--- config.mk ---
export PLATFORM = sky130hd
export DESIGN_NAME = seq_divider_64_bit
export DESIGN_NICKNAME = d
export VERILOG_FILES = /design/src/rtl/seq_divider_64_bit_pkg.sv /design/src/rtl/seq_divider_64_bit_trial_sub.sv /design/src/rtl/seq_divider_64_bit.sv
export SDC_FILE = /design/constraint.sdc
export NUM_CORES = 1
export LEC_CHECK = 0
export ABC_AREA = 1
export CAP_MARGIN = 25
export CORE_MARGIN = 3
export CORE_UTILIZATION = 57
export DETAILED_ROUTE_END_ITERATION = 8
export MAX_ROUTING_LAYER = met4
export PLACE_DENSITY = 0.86
export SLEW_MARGIN = 20
export SYNTH_ARGS = -nofsm -noshare
export SYNTH_HDL_FRONTEND = slang
export SYNTH_SLANG_ARGS = --single-unit
--- constraint.sdc ---
create_clock -name clk -period 3.2 [get_ports clk]
set_clock_uncertainty 0.1 [all_clocks]
set_input_delay 0.32 -clock clk [delete_from_list [all_inputs] [get_ports clk]]
set_output_delay 0.32 -clock clk [all_outputs]
set_load 0.02 [all_outputs]
--- src/rtl/seq_divider_64_bit_pkg.sv ---
// Shared definitions for the sequential divider: state encoding and result constants.
package seq_divider_64_bit_pkg;

    localparam int unsigned DIV_WIDTH = 64;

    // Every quotient bit takes this value when the divisor is zero.
    localparam logic DBZ_QUOTIENT_BIT = 1'b1;

    typedef enum logic [1:0] {
        ST_IDLE = 2'd0,
        ST_RUN  = 2'd1,
        ST_DONE = 2'd2
    } div_state_e;

endpackage

--- src/rtl/seq_divider_64_bit_trial_sub.sv ---
// One restoring-division step: difference and borrow of shifted - divisor.
module div_trial_sub #(
    parameter int unsigned WIDTH = 64
) (
    input  logic [WIDTH-1:0] shifted,
    input  logic [WIDTH-1:0] divisor,
    output logic [WIDTH-1:0] difference,
    output logic             borrow
);

    logic carry_s;

    // Two's-complement subtract; a missing carry out means shifted < divisor.
    always_comb begin
        {carry_s, difference} = {1'b0, shifted} + {1'b0, ~divisor} + {{WIDTH{1'b0}}, 1'b1};
        borrow = ~carry_s;
    end

endmodule

--- src/rtl/seq_divider_64_bit.sv ---
// Unsigned restoring divider producing one quotient bit per clock, start/done handshake.
module seq_divider_64_bit
    import seq_divider_64_bit_pkg::*;
#(
    parameter int unsigned WIDTH = DIV_WIDTH
) (
    input  logic             clk,
    input  logic             rst_n,
    input  logic             start,
    input  logic [WIDTH-1:0] dividend,
    input  logic [WIDTH-1:0] divisor,
    output logic             busy,
    output logic             done,
    output logic [WIDTH-1:0] quotient,
    output logic [WIDTH-1:0] remainder,
    output logic             div_by_zero
);

    localparam int unsigned CW = $clog2(WIDTH + 1);

    div_state_e       state_q;
    logic [CW-1:0]    cnt_q;
    // Before step i the partial remainder is below 2**(i-1), so its MSB is always zero.
    logic [WIDTH-2:0] rem_q;
    logic [WIDTH-1:0] quo_q;
    logic [WIDTH-1:0] dvs_q;
    logic             busy_q;
    logic             done_q;
    logic             dbz_q;
    logic [WIDTH-1:0] quotient_q;
    logic [WIDTH-1:0] remainder_q;

    logic [WIDTH-1:0] shifted_s;
    logic [WIDTH-1:0] diff_s;
    logic             borrow_s;
    logic [WIDTH-1:0] rem_d;
    logic [WIDTH-1:0] quo_d;

    div_trial_sub #(.WIDTH(WIDTH)) u_trial (
        .shifted    (shifted_s),
        .divisor    (dvs_q),
        .difference (diff_s),
        .borrow     (borrow_s)
    );

    // Next partial remainder and quotient for the current iteration.
    always_comb begin
        shifted_s = {rem_q, quo_q[WIDTH-1]};
        if (borrow_s) begin
            rem_d = shifted_s;
        end else begin
            rem_d = diff_s;
        end
        quo_d = {quo_q[WIDTH-2:0], ~borrow_s};
    end

    // Control FSM, iteration datapath and registered result outputs.
    always_ff @(posedge clk or negedge rst_n) begin
        if (!rst_n) begin
            state_q     <= ST_IDLE;
            cnt_q       <= {CW{1'b0}};
            rem_q       <= {(WIDTH-1){1'b0}};
            quo_q       <= {WIDTH{1'b0}};
            dvs_q       <= {WIDTH{1'b0}};
            busy_q      <= 1'b0;
            done_q      <= 1'b0;
            dbz_q       <= 1'b0;
            quotient_q  <= {WIDTH{1'b0}};
            remainder_q <= {WIDTH{1'b0}};
        end else begin
            done_q <= 1'b0;
            case (state_q)
                ST_IDLE, ST_DONE: begin
                    busy_q <= 1'b0;
                    if (start) begin
                        if (divisor == {WIDTH{1'b0}}) begin
                            state_q     <= ST_DONE;
                            done_q      <= 1'b1;
                            dbz_q       <= 1'b1;
                            quotient_q  <= {WIDTH{DBZ_QUOTIENT_BIT}};
                            remainder_q <= dividend;
                        end else begin
                            state_q <= ST_RUN;
                            busy_q  <= 1'b1;
                            dvs_q   <= divisor;
                            rem_q   <= {(WIDTH-1){1'b0}};
                            quo_q   <= dividend;
                            cnt_q   <= CW'(WIDTH);
                        end
                    end else begin
                        state_q <= ST_IDLE;
                    end
                end
                ST_RUN: begin
                    rem_q <= rem_d[WIDTH-2:0];
                    quo_q <= quo_d;
                    cnt_q <= cnt_q - CW'(1);
                    if (cnt_q == CW'(1)) begin
                        state_q     <= ST_DONE;
                        busy_q      <= 1'b0;
                        done_q      <= 1'b1;
                        dbz_q       <= 1'b0;
                        quotient_q  <= quo_d;
                        remainder_q <= rem_d;
                    end else begin
                        state_q <= ST_RUN;
                        busy_q  <= 1'b1;
                    end
                end
                default: begin
                    state_q <= ST_IDLE;
                    busy_q  <= 1'b0;
                end
            endcase
        end
    end

    assign busy        = busy_q;
    assign done        = done_q;
    assign div_by_zero = dbz_q;
    assign quotient    = quotient_q;
    assign remainder   = remainder_q;

endmodule
-- After elaboration in Yosys (flattened, before gate mapping)
Index checks and enable logic that the tools add are counted.
- output and inout port bits: 131
- bits in registers: 331
- bits of input ports: 131
- muxes and demuxes: 34
- reductions and logical operators: 7
- bitwise gates (word level): 2
- equality and inequality tests: 7
- $add $sub $neg: 3
- operators with widths (kind ; number):
    64-bit two-way mux ; 9
    64-bit one-hot mux with 2 select lines ; 3
    63-bit two-way mux ; 2
    63-bit one-hot mux with 2 select lines ; 1
    64-bit by 64-bit adder with 65-bit output ; 1
    65-bit by 1-bit adder with 65-bit output (second input constant) ; 1
    64-bit logical NOT ; 1
    64-bit inverter ; 1
    7-bit two-way mux ; 2
    7-bit one-hot mux with 2 select lines ; 1
    1-bit two-way mux ; 9
    2-bit != test (second input constant) ; 4
    7-bit by 1-bit == test with 1-bit output (second input constant) ; 1
    7-bit by 1-bit subtractor with 7-bit output (second input constant) ; 1
    2-bit two-way mux ; 3
    1-bit one-hot mux with 2 select lines ; 3
    3-bit AND reduction ; 2
    2-bit one-hot mux with 2 select lines ; 1
    4-bit AND reduction ; 1
    2-bit by 1-bit == test with 1-bit output (second input constant) ; 1
    2-bit == test (second input constant) ; 1
    2-bit logical NOT ; 1
    2-bit nonzero test ; 1
    2-bit OR reduction ; 1
    1-bit inverter ; 1

-- Depth between registers and ports, before layout
Gate-level depths: netlist of run 1.
- depth after elaboration: 6
- mapped depth: 20
- depth with buffers taken out: 19

-- Modules after synthesis
From an unflattened synthesis of run 1, not the netlist that was laid out.
- cell total of the unflattened synthesis: 3253
- area, all modules: 21556.9 um2
- by module, submodules not included (module ; area an instance (um2) ; cells an instance ; sequential area each (um2) ; times used):
    seq_divider_64_bit ; 15366.0 ; 1884 ; 8232.9 ; 1
    div_trial_sub ; 6190.9 ; 1369 ; 0.0 ; 1

-- Worst setup path before layout of run 1
Ideal clock, no wire load.
- path kind: reg-to-reg
- start point: register quo_q[63]
- end point: register remainder_q[39] (netlist: remainder[39])
- arrival time: 2.294 ns
- clock period less this slack: 2.457 ns
- path buffers: 2
- stages on the path, launching flop included: 21
- path slack: 0.743 ns
- data required time: 3.037 ns
- cell sequence: dfrtp_1 > inv_1 > ha_1 > fa_1 > inv_1 > nand3_1 > nand2_2 > nand2_1 > nand2_2 > nand2_2 > nand2_2 > nand2_1 > nand2_2 > nand2_2 > a21oi_2 > buf_6 > buf_6 > nand2_1 > nand3_1 > nand2_1 > inv_1
- cells in the longest elaborated chain, start to end: 5
- RTL lines (item ; RTL line ; RTL):
    start, declared ; seq_divider_64_bit.sv:25 ; logic [WIDTH-1:0] quo_q;
    start signal, assigned ; seq_divider_64_bit.sv:63 ; quo_q <= {WIDTH{1'b0}};
    start signal, assigned ; seq_divider_64_bit.sv:87 ; quo_q <= dividend;
    start signal, assigned ; seq_divider_64_bit.sv:96 ; quo_q <= quo_d;
    64-bit by 64-bit adder with 65-bit output ; seq_divider_64_bit_trial_sub.sv:15 ; {carry_s, difference} = {1'b0, shifted} + {1'b0, ~divisor} + {{WIDTH{1'b0}}, 1'b1};
    65-bit by 1-bit adder with 65-bit output ; seq_divider_64_bit_trial_sub.sv:15 ;
    64-bit two-way mux ; seq_divider_64_bit.sv:49 ; if (borrow_s) begin
    64-bit two-way mux ; seq_divider_64_bit.sv:98 ; if (cnt_q == CW'(1)) begin
    64-bit one-hot mux with 2 select lines ; seq_divider_64_bit.sv:72 ; case (state_q)
    end signal, assigned ; seq_divider_64_bit.sv:69 ; remainder_q <= {WIDTH{1'b0}};
    end signal, assigned ; seq_divider_64_bit.sv:81 ; remainder_q <= dividend;
    end signal, assigned ; seq_divider_64_bit.sv:104 ; remainder_q <= rem_d;
    end, declared ; seq_divider_64_bit.sv:31 ; logic [WIDTH-1:0] remainder_q;
No other way between the ends. The select of a mux whose other input is x is not followed.
A chain may end at the register's enable or synchronous reset.

-- Final worst setup path of run 1
- start point: register quo_q[63]
- end point: register remainder_q[46] (netlist: remainder[46])
Same word-level chain as after synthesis.

==> results of run 1 <==
-- flip-flops by register name, summed over array words and instances (netlist names) --
name	flops
dvs_q	64
quo_q	64
quotient	64
remainder	64
rem_q	63
cnt_q	7
div_by_zero	1
done	1
state_q	1
-- cells in the mapped netlist --
cell      instances  area (µm²)
nor4_1            5        31.3
o21ai_1           3        15.0
a21oi_1         112         561
nand2_2          23         144
nor2_1          270        1010
nor2_2            8        50.1
and2_1            5        31.3
nand2_1        1109        4160
nand4_1          14        87.6
nand3_1         214        1070
a21oi_2           2        17.5
clkbuf_1         82         308
dfrtp_1         329        8230
buf_4             6        45.0
or2_0             2        12.5
o31ai_1           1        7.51
buf_2            16        80.1
o211ai_1          2        15.0
xnor2_1           2        17.5
nand3_2           1        10.0
or2_1             7        43.8
or2_2            55         344
o21ai_0         137         686
xor2_1           31         272
o21bai_1          1        7.51
nor3_2            1        10.0
and3_1            2        12.5
inv_2             7        26.3
o22ai_1           3        18.8
ha_1             67         838
nand3b_1          5        37.5
fa_1              1        20.0
buf_12            1        20.0
inv_1           467        1750
a31oi_1          63         394
nor2_4            2        22.5
nor3_1           11        55.1
buf_6             2        22.5
-- final cells by class --
type,count,share of cell area (%)
clock buffers,53,4.26
repair buffers,322,13.1
diodes,1,0.00992
multi-input cells,2159,39.9
well taps,455,2.26
inverters,474,7.08
clock inverters,11,0.783
flip-flops and latches,329,32.6
-- where the power goes --
group / total, W / switching (W) / internal (W)
logic: 0.000312 / 0.000155 / 0.000157
registers: 0.00416 / 0 / 0.00416
clock network: 0.00454 / 0.00181 / 0.00274
total: 0.00901 / 0.00196 / 0.00705
-- stage by stage --
stage	hold slack, ps	cell area, µm²	util, %
floorplan	-75.6	20500	-
global route	263	25200	72.2
global placement	247	23800	68.1
detailed placement	256	23800	68.1
CTS	238	25100	71.7
finish	248	25200	72.2
-- metal layers --
| layer | share of wire [%] | track usage (%) | vias to the layer above |
|---|---|---|---|
| li1 | - | - | 9987 |
| met1 | 41 | 51.5 | 10000 |
| met2 | 46 | 61.8 | 1288 |
| met3 | 9.8 | 6.37 | 207 |
| met4 | 3.4 | 10.7 | 0 |
| met5 | 0 | - | - |
-- cells by family (layout without fill, tap and decap cells) --
| group | after synthesis | after routing | synth area share (%) |
|---|---|---|---|
| other | 0 | 1 | 0 |
| XOR/XNOR | 33 | 33 | 1.41 |
| buffers and inverters | 581 | 860 | 11.0 |
| AND/OR/NAND/NOR | 1734 | 1734 | 34.8 |
| adder cells (fa/ha/maj) | 68 | 68 | 4.19 |
| AO/OA/AOI/OAI | 324 | 324 | 8.40 |
| flip-flops | 329 | 329 | 40.2 |
-- what timing repair did --
item | 4_1_cts | 5_1_grt
endpoints found under the hold margin | 73 | 0
hold buffers | 1 | 0
buffers inserted | 0 | 2
setup endpoints to repair | 0 | 135
gates resized for setup | 0 | 9
-- final timing paths --
path | endpoint | cells after the start
worst min-delay path | remainder[27] | 2
max in group asynchronous | quo_q[18] | 3
min in group clk | dvs_q[11] | 3
worst max-delay path | remainder[46] | 20
worst max register to register | remainder[46] | 20
worst min register to register | quotient[13] | 2
==> reports/results.ini, run 1 <==
[layout]
areaGrowthSynthToFinish_pct=23.1
nets=3521
fin_cells=3804
layout_common_cells=1106 x nand2_1, 466 x inv_1, 329 x dfrtp_1, 269 x nor2_1, 260 x clkdlybuf4s50_1
final_common_cell=nand2_1
fillCellCount=2587
drive_gt1_share_pct=6.75
ff_latch_area_mm2=0.00823
multi_input_area_mm2=0.0101

[routing]
vias_per_cell=5.66
drc=1
dr.first_iter.drc_count=2549
drt.antenna.violating_nets=0
first_pass_iters=8
routed_wl_um=74500
num_vias=21500
avgRoutedWirePerCell_um=19.6

[die]
fp.dieH_um=196
start_util_pct=58.6
io_pins=262
fp.dieArea_mm2=0.0383
rows=68
coreArea_mm2=0.0350
chipWidth_um=196

[critical_path]
critPathArrivalTime_ps=3480
crit_buf_inv=5
regToRegSetupSlack_ps=70
cp_common_cell=nand2_2
reg2reg_from=quo_q[63]
cp-start-kind=flip-flop
crit_slowest_cell=fa_1
crit_type=flip-flop to flip-flop
cp-end-kind=flip-flop
crit_fanout=32
worstPathRequired_ps=3550
crit_path_cell_trace=inv_1 > ha_1 > fa_1 > inv_1 > nand3_1 > nand2_2 > nand2_1 > nand2_2 > nand2_2 > nand2_2 > nand2_1 > nand2_4 > nand2_2 > nand3_2 > inv_4 > clkbuf_16 > nand2_1 > nand3_1 > nand2_1 > inv_1
crit_start=quo_q[63]
slowest_delay_ps=400
cpLargestDelayFamily=simple AND/OR/NAND/NOR gates

[power]
power.density_mw_per_mm2=357
vdd_drop_max_mv=0.703
p_total_w=0.00901
power.leakage_nw=13.6

[logic_synthesis]
synth_area_mm2=0.0205
ys_seq_area_share_pct=40.2
yosysWarnings=0
synth_nets=3268
synth_cells=3069
ys_ff_latch=329
avgSynthCellArea_um2=6.68
synth_cell_type_count=38

[clocking]
cts-buffers-inserted=36
cts_tree=done
path_clk_slew_ps=60
cts_buffer_depth=3
cts.sinks=329
clk_latency_ps=570
root_buffer=clkbuf_16
cts.htree.levels=2

[min_path]
hold_path.class=input pin to async pin

[sta]
setup_ws_ps=72.1
worst_pin_slew_ps=1010
finalSetupViolations=0
post-route-period-util_pct=97.7
max_clock_freq_mhz=320
tns_ps=0
period_minus_slack_ps=3130
slew_headroom_pct=32.7
rsz0062_at_grt=yes
hold_violations=0
maxSlewViolCount=0

[grt]
antenna_found_initial=1
globalRouteOverflowTotal=0
grt_pass1_vias=20400
grt_pass1_wl_um=114000
grt_max_degree=129
grt_usage_pct=38.7

[place]
dp_slack_ps=-320
gp_congestion=1.03
place.detailed.hpwl_um=53900
port_buffers=261
place_inst=3732

[flow_run]
max_cap_violations=0

[outcome]
violations=design-rule violations
outcome=complete, but fails checks

Note: power is estimated with default switching activity, not from simulation.
==> inputs of run 2 (changes only) <==
--- a/config.mk
+++ b/config.mk
@@ -7,11 +7,13 @@
 export LEC_CHECK = 0
 export ABC_AREA = 1
 export CAP_MARGIN = 25
+export CELL_PAD_IN_SITES_DETAIL_PLACEMENT = 1
+export CELL_PAD_IN_SITES_GLOBAL_PLACEMENT = 2
 export CORE_MARGIN = 3
-export CORE_UTILIZATION = 57
+export CORE_UTILIZATION = 31
 export DETAILED_ROUTE_END_ITERATION = 8
 export MAX_ROUTING_LAYER = met4
-export PLACE_DENSITY = 0.86
+export PLACE_DENSITY_LB_ADDON = 0.1
 export SLEW_MARGIN = 20
 export SYNTH_ARGS = -nofsm -noshare
 export SYNTH_HDL_FRONTEND = slang
==> run 2 against run 1 <==
The flow now finishes without violations. Fmax grew 5.2%. Sequential power is essentially flat. Sequential share of layout area shrank 0.84 points. Final cell count grew 11%. Count of clock-buffer cells in the layout grew 5. Flip-flop and latch count unchanged. Register-to-register slack improved by 160 ps. Via count fell by 5.4%. Design area is 2.6% higher. Hold slack lost 41 ps. Clock power up 8.6%. Critical endpoint is now remainder[31].
==> reports/results.ini, run 2 (same netlist as run 1, synthesis figures left out) <==
[outcome]
outcome=complete, no violations

[clocking]
post_cts_buffers=0
cts-buffers-inserted=41
cts_buffer_depth=3
cts.htree.levels=2
cts.sinks=329
path_clk_slew_ps=60
cts_tree=done
clk_latency_ps=580
root_buffer=clkbuf_16

[sta]
maxSlewViolCount=0
timing.hold.ws_ps=207
finalSetupViolations=0
rsz0062_at_grt=no
slew_headroom_pct=31.1
hold_violations=0
setup_ws_ps=228
max_clock_freq_mhz=336
period_minus_slack_ps=2970
post-route-period-util_pct=92.9
worst_pin_slew_ps=1030

[critical_path]
regToRegSetupSlack_ps=230
reg2reg_from=quo_q[63]
crit_path_cell_trace=inv_1 > ha_1 > fa_1 > inv_1 > nand3_1 > nand2_2 > nand2_1 > nand2_2 > nand2_2 > nand2_2 > nand2_1 > nand2_2 > nand2_2 > nand3_1 > inv_2 > buf_4 > nand2_1 > nand3_1 > nand2_1 > inv_1
critPathArrivalTime_ps=3340
cpLargestDelayFamily=simple AND/OR/NAND/NOR gates
worstPathRequired_ps=3570
crit_fanout=14
slowest_delay_ps=410
cp-start-kind=flip-flop
rr_endpoint=remainder[31]
crit_type=flip-flop to flip-flop
cp_common_cell=nand2_2
crit_buf_inv=5
reg2reg_depth=20
cp-end-kind=flip-flop
crit_slowest_cell=fa_1

[layout]
design_area_mm2=0.0259
drive_gt1_share_pct=7.30
final_common_cell=nand2_1
areaGrowthSynthToFinish_pct=26.4
layout_common_cells=1105 x nand2_1, 464 x inv_1, 329 x dfrtp_1, 269 x nor2_1, 260 x clkdlybuf4s50_1
nets=3524
fillCellCount=8184

[place]
port_buffers=261
gp_congestion=0.987
placed_area_mm2=0.0244
dp_slack_ps=-568
place.detailed.hpwl_um=68200

[min_path]
hold_path.class=input pin to async pin

[power]
p_int_w=0.00727
power.switching_w=0.00216
vdd_drop_max_mv=0.403
combPwrFrac_pct=3.6
clock_power_share_pct=52.3
power.leakage_nw=13.6
power.density_mw_per_mm2=364
seqPwrFrac_pct=44.1
swShare_pct=22.9

[grt]
grt_usage_pct=25.0
grt_pass1_wl_um=130000
globalRouteOverflowTotal=0
antenna_found_initial=4
grt_pass1_vias=21100
grt_max_degree=88

[die]
io_pins=262
start_util_pct=31.6
coreArea_mm2=0.0649
chipWidth_um=263
fp.dieH_um=263
fp.dieArea_mm2=0.0692
rows=93

[routing]
first_pass_iters=5
drc=0
avgRoutedWirePerCell_um=20.1
vias_per_cell=4.83
drt.antenna.violating_nets=0
num_vias=20300
dr.first_iter.drc_count=1385
routed_wl_um=84800

[flow_run]
max_cap_violations=0

[run 2: cell type report]
| type | count | area, µm² | area share (%) |
|---|---|---|---|
| multi-input cells | 2159 | 10100 | 39.0 |
| flip-flops and latches | 329 | 8230 | 31.8 |
| repair buffers | 320 | 3290 | 12.7 |
| inverters | 474 | 1790 | 6.89 |
| clock buffers | 58 | 1200 | 4.64 |
| well taps | 855 | 1070 | 4.13 |
| clock inverters | 16 | 218 | 0.840 |
| diodes | 5 | 12.5 | 0.0483 |
[run 2: how the worst max path moves through the flow]
stage / depth (start not counted) / to / start / slack (ps)
after floorplan: 20 / remainder[39] / quo_q[63] / 740
after global placement: 14 / remainder[38] / divisor[63] / -540
after detailed placement: 14 / remainder[38] / divisor[63] / -570
after CTS: 14 / remainder[38] / divisor[63] / 40
after global routing: 15 / remainder[31] / rem_q[20] / 10
final: 20 / remainder[31] / quo_q[63] / 230
[run 2: layer usage]
layer	share of wire (%)	global-route usage (%)	vias up
met5	0	-	-
met3	5.3	3.45	88
met1	50	36.0	9864
li1	-	-	9991
met2	43	37.2	403
met4	2.1	5.57	0
[run 2: what timing repair did]
action | in CTS | in global routing
endpoints found under the hold margin | 63 | 0
hold buffers | 1 | 0
setup endpoints to repair | 0 | 22
resized for setup | 0 | 14
[run 2: per-stage QoR]
step | cells | utilization [%] | power [W] | setup TNS [ps]
2_1_floorplan | 3069 | - | 0.00425 | 0
3_3_place_gp | 4136 | 37.6 | 0.00458 | -49890
3_5_place_dp | 4136 | 37.6 | 0.00458 | -56040
4_1_cts | 4211 | 39.8 | 0.00961 | 0
5_1_grt | 4215 | 39.9 | 0.00979 | 0
6_report | 4216 | 39.9 | 0.00943 | 0
[run 2: power groups by stage]
stage                     Combinational (W)  Sequential (W)  Clock, W
after floorplan                   0.0000117         0.00424         0
after detailed placement           0.000345         0.00424         0
after global routing               0.000370         0.00416   0.00526
after global placement             0.000346         0.00424         0
after CTS                          0.000348         0.00416   0.00510
final                              0.000342         0.00416   0.00493
